<file path="src/rtl/sprite_hit_expander.sv">
// Expands a 4-bit sprite index into a per-sprite enable vector held for HOLD_FRAMES frames.
// Optional sticky illegal-hit flag (hit_err) is enabled by defining SPRITE_HIT_ERR_EN.
module sprite_hit_expander #(
  parameter int NUM_SPRITES = 14,
  parameter int HOLD_FRAMES = 8,
  parameter int CNT_W       = 4
) (
  input  logic                   clk,
  input  logic                   reset,
  input  logic                   hit_valid,
  input  logic [3:0]             hit_index,
  input  logic                   frame_tick,
  output logic [NUM_SPRITES-1:0] sprite_en,
  output logic                   active,
`ifdef SPRITE_HIT_ERR_EN
  output logic                   hit_err,
`endif
  output logic [3:0]             newest
);

  localparam logic [CNT_W-1:0] HOLD = CNT_W'(HOLD_FRAMES);

  logic [CNT_W-1:0] cnt      [NUM_SPRITES];
  logic [CNT_W-1:0] cnt_next [NUM_SPRITES];
  logic             accept;
  logic             all_idle_next;

  assign accept = hit_valid && (hit_index != 4'd0) &&
                  ({1'b0, hit_index} <= 5'(NUM_SPRITES));

  // A hit on the ticking sprite wins over its decrement; every other sprite still counts down.
  always_comb begin
    all_idle_next = 1'b1;
    for (int i = 0; i < NUM_SPRITES; i++) begin
      cnt_next[i] = cnt[i];
      if (frame_tick && (cnt[i] != '0))
        cnt_next[i] = cnt[i] - CNT_W'(1);
      if (accept && (hit_index == 4'(i + 1)))
        cnt_next[i] = HOLD;
      if (cnt_next[i] != '0)
        all_idle_next = 1'b0;
    end
  end

  always_ff @(posedge clk or posedge reset) begin
    if (reset) begin
      for (int i = 0; i < NUM_SPRITES; i++)
        cnt[i] <= '0;
    end else begin
      for (int i = 0; i < NUM_SPRITES; i++)
        cnt[i] <= cnt_next[i];
    end
  end

  // newest survives expiry of its own sprite and only clears once everything is idle.
  always_ff @(posedge clk or posedge reset) begin
    if (reset)
      newest <= 4'd0;
    else if (accept)
      newest <= hit_index;
    else if (all_idle_next)
      newest <= 4'd0;
  end

  always_comb begin
    for (int i = 0; i < NUM_SPRITES; i++)
      sprite_en[i] = (cnt[i] != '0);
  end

  assign active = |sprite_en;

`ifdef SPRITE_HIT_ERR_EN
  always_ff @(posedge clk or posedge reset) begin
    if (reset)
      hit_err <= 1'b0;
    else if (hit_valid && !accept)
      hit_err <= 1'b1;
  end
`endif

endmodule
</file>
<file path="config.mk">
export PLATFORM = sky130hd
export DESIGN_NAME = sprite_hit_expander
export DESIGN_NICKNAME = d
export VERILOG_FILES = /design/src/rtl/sprite_hit_expander.sv
export SDC_FILE = /design/constraint.sdc
export NUM_CORES = 1
export LEC_CHECK = 0
export BUFFER_PORTS_ARGS = -buffer_cell sky130_fd_sc_hd__buf_2
export CAP_MARGIN = 30
export CORE_MARGIN = 2
export CORE_UTILIZATION = 60
export DETAILED_ROUTE_END_ITERATION = 7
export GPL_TIMING_DRIVEN = 0
export MAX_ROUTING_LAYER = met4
export PLACE_DENSITY_LB_ADDON = 0.3
export SLEW_MARGIN = 20
export SYNTH_ARGS = -nofsm -noshare
export SYNTH_HDL_FRONTEND = slang
export SYNTH_SLANG_ARGS = --single-unit
</file>
<file path="constraint.sdc">
create_clock -name clk -period 5.5 [get_ports clk]
set_input_delay 1.65 -clock clk [delete_from_list [all_inputs] [get_ports clk]]
set_output_delay 1.65 -clock clk [all_outputs]
set_load 0.005 [all_outputs]
</file>
Word level (Yosys, flattened, before mapping) --
Index checks and enable logic that the tools add are counted. W data, S select, Z words.
Cells by class: equality and inequality tests 14, mux-type cells 44, magnitude comparators 1, reductions and logical operators 61, $add $sub $neg 14
Operator list (number):
- $mux W4 | 30
- $reduce_bool A4 Y1 | 29
- $sub A4 B1 Y4 const B | 14
- $logic_and A1 B1 Y1 | 30
- $eq A4 B4 Y1 const B | 7
- $eq A4 B3 Y1 const B | 4
- $mux W1 | 14
- $reduce_or A14 Y1 | 1
- $eq A4 B2 Y1 const B | 2
- $eq A4 B1 Y1 const B | 1
- $le A4 B4 Y1 const B | 1
- $reduce_bool A2 Y1 | 1
Word-level totals: input bits 8, output and inout bits 19, flip-flop bits (word level) 60

Logic depth before layout (Yosys ltp) --
depth in word-level cells 22, depth in mapped cells 9, depth with buffers taken out 8

Worst setup path after synthesis --
Ideal clock, no wire load.
path type in2reg, start input port frame_tick, end register newest[0], required time 5.349 ns, slack 1.877 ns, cell stages on the path 7, data arrival time 3.472 ns, setup time 0.151 ns, path through buf_2 -> nor4b_1 -> mux2i_1 -> nand4_1 -> or4_1 -> nor4_1 -> a31oi_1
Between the ends: cells in the longest elaborated chain, start to end 19, elaborated cells between the ends (all ways) 71
Ends and longest elaborated chain:
- start: declaration | RTL line 12 | input logic frame_tick,
- $logic_and A1 B1 Y1 | RTL line 36 | if (frame_tick && (cnt[i] != '0))
- $mux W4 | RTL line 36
- $mux W4 | RTL line 38 | if (accept && (hit_index == 4'(i + 1)))
- $reduce_bool A4 Y1 | RTL line 40 | if (cnt_next[i] != '0)
- $mux W1 (13 in a row) | RTL line 40
- $mux W1 * | RTL line 40
- $reduce_bool A2 Y1 (no line) *
- end signal: assignment | RTL line 60 | newest <= hit_index;
- end: declaration | RTL line 18 | output logic [3:0] newest
Mark *: on every way between the ends. The rest lies on a longest branch, timed or not. A chain may end at the register's enable or synchronous reset.

Final worst setup path --
start input port frame_tick, end register newest[1]
Same word-level chain as after synthesis.

==> qor.csv <==
stage,metric,value,unit
status,status,completed,
synthesis,yosys-top-cells-area,"dfrtp_1, nor2_1, ha_1",
timing,tightestPinTransition,0.977,ns
timing,finalSetupViolCount,0,
synthesis,yosys-top-cells-count,"dfrtp_1, nor2_1, nand2_1, inv_1, a21oi_1",
floorplan,fp.dieW,83.7,um
synthesis,ys_seq_area_share,39.4,%
clock_network,cts_htree_levels,3,
clock_network,cts_tree,built,
timing,skew,0.00905,ns
timing,rsz0062_at_grt,false,
clock_network,clkTransAtPathRegs,0.06,ns
run,cap_violations,0,
grt,grt_pass1_wl,17.0,mm
detailed_routing,ant_nets,0,
critical_path,path_max_fanout,10,
power,cellPowerDensity,551,nW/um^2
clock_network,cts_setup_buffers,0,
floorplan,pin_count,27,
detailed_routing,totalWireLength,10.5,mm
power,vdd_drop_max,0.322,mV
placed_design,dpl_worst_slack,0.928,ns
clock_network,ctsResizeCount,0,
placed_design,io_buffers,26,
floorplan,coreArea,6240,sq um
grt,grt-ovfl-total,0,
grt,grt_pass1_vias,3352,
synthesis,syn_area,3810,sq um
critical_path,arrival,4.51,ns
critical_path,worstPathCellList,"buf_2, buf_2, buf_2, buf_2, nand2_1, mux2_2, a32oi_1, o2111ai_1, nor4_1, a31oi_1",
grt,grt_max_degree,54,
critical_path,critPathSlowestCell,nor4_1,
detailed_routing,routedWlPerCell,19.4,um
finish,finalInstanceArea,4240,sq um
detailed_routing,drtIter0Drc,295,
critical_path,required,5.68,ns
clock_network,clockBufferDepth,2,
timing,slew_headroom,34.8,%
timing,fin_ws,1.18,ns
finish,antenna_cells,0,
synthesis,yosysMostFrequentCell,dfrtp_1,
placed_design,gp_congestion,0.893,
synthesis,syn_avg_cell_area,9.09,sq um
min_path,min_path_type,reg -> reg,
floorplan,rows,29,
clock_network,cts_hold_buf,0,
finish,drive_gt1_share,15.2,%
power,p_leak,1.95,nW
placed_design,dpl.hpwl,7.72,mm
critical_path,rrSetupSlack,2.14,ns
synthesis,synthCells,419,
synthesis,async_flop_share,100,%
timing,clock.fmax,0.231,GHz
finish,fin_nets,479,
synthesis,yosysTopAreaCellShare,39.4,%
synthesis,yosys_warnings,0,
clock_network,cts-buffers-inserted,9,
timing,setup_tns,0,ns
synthesis,syn_nets,441,
clock_network,clock_latency,0.34,ns
timing,min_period,4.32,ns
critical_path,critical_path_class,in -> reg,
critical_path,startpoint_type,input port,
synthesis,synthFlopType,dfrtp_1,
placed_design,post_dp_cell_area,4070,sq um
detailed_routing,vias,3476,
timing,finalCritPeriodShare,78.6,%
critical_path,cpMostUsedCell,buf_2,
floorplan,start_util,61.0,%
critical_path,crit_path_end_kind,flop,
grt,track_usage,32.4,%
timing,finalHoldViolCount,0,
critical_path,cpPeakStageDelay,0.77,ns
synthesis,yosysTopAreaCell,dfrtp_1,
timing,holdWs,0.580,ns
detailed_routing,first_pass_iters,5,
detailed_routing,viasPerCell,6.45,
grt,antenna_found_initial,0,
floorplan,die_height,83.7,um
floorplan,die-area,7000,sq um
timing,timing.final.max_slew_violations,0,
synthesis,synth.distinct_cells,51,
synthesis,ys_ff_latch,60,
synthesis,synth-edff-count,0,
clock_network,root_buffer,clkbuf_8,
clock_network,cts_sinks,60,
detailed_routing,drcViolationCount,0,
finish,area_growth,11.2,%
[where the power goes]
| group | total, mW | internal (mW) | switching, mW |
|---|---|---|---|
| clock | 0.347 | 0.172 | 0.174 |
| sequential | 0.840 | 0.651 | 0.189 |
| combinational | 1.15 | 0.515 | 0.633 |
[cell families (layout without fill, tap and decap cells)]
| logic type | after synthesis | in the layout | share of synthesized area, % |
|---|---|---|---|
| xor gates and xnor gates | 9 | 9 | 2.07 |
| AOI/OAI and AO/OA | 60 | 60 | 11.1 |
| buffers and inverters | 51 | 94 | 5.29 |
| DFF | 60 | 60 | 39.4 |
| and+or+nand+nor | 206 | 206 | 32.4 |
| muxes | 19 | 19 | 5.16 |
| adders and majority gates | 14 | 14 | 4.60 |
[critical path, delay by kind of cell]
| family | cells | cell delay (ns) |
|---|---|---|
| and+or+nand+nor | 2 | 0.85 |
| muxes | 1 | 0.27 |
| AOI/OAI and AO/OA | 3 | 0.63 |
| buffers and inverters | 4 | 1.09 |
[final timing paths]
path / endpoint / depth (start not counted) / from
setup reg to reg: newest[1] / 9 / cnt[12]
hold / removal: newest[3] / 2 / newest[3]
min in group asynchronous: cnt[51] / 2 / reset
setup / recovery: newest[1] / 10 / frame_tick
max in group asynchronous: cnt[36] / 3 / reset
hold reg to reg: newest[3] / 2 / newest[3]
[flip-flops by register name, indices dropped and copies added (netlist names)]
signal,cells
newest,4
cnt,56
[layout make-up]
cell class	instances	area, sq um
plain buffers	15	66.3
clock buffers	11	141
clock inverters	5	27.5
fillers	502	2010
inverters	36	138
multi-input cells	308	2110
flip-flops and latches	60	1500
well taps	77	96.3
repair buffers	27	158
[metrics by stage]
step,std cells,total power [mW],util [%]
after global placement,522,1.90,64.7
after floorplan,419,1.63,-
after CTS,539,2.31,67.9
final,539,2.33,67.9
after detailed placement,523,1.97,65.2
after global routing,539,2.52,67.9
[per-layer routing]
| layer | global-route usage [%] | routed length [um] | vias to the layer above | share of wire [%] |
|---|---|---|---|---|
| met5 | - | 0 | - | 0 |
| met4 | 14.2 | 371 | 0 | 3.5 |
| met3 | 6.23 | 900 | 35 | 8.6 |
| met2 | 48.7 | 4840 | 169 | 46 |
| met1 | 43.1 | 4350 | 1670 | 42 |
| li1 | - | - | 1602 | - |
[placed cells by master, fill, tap and decap left out, drive strengths merged, types with 3 or more instances in the layout]
master,count
a32oi,3
and4b,11
or4,4
clkinv,4
mux2i,14
ha,14
nor2,47
nor4bb,5
dfrtp,60
nand4,7
buf,35
nand4b,3
mux2,5
clkbuf,18
nor2b,9
xnor2,9
a21oi,21
nand3,6
a211o,6
a311oi,4
or4b,6
nor3b,5
or3b,12
o22ai,4
and3,6
o32a,3
nand2b,5
nand2,41
nor3,12
nor4,6
inv,36
and2,6
a31oi,4
nor4b,8
Note: power is estimated with default switching activity, not from simulation.
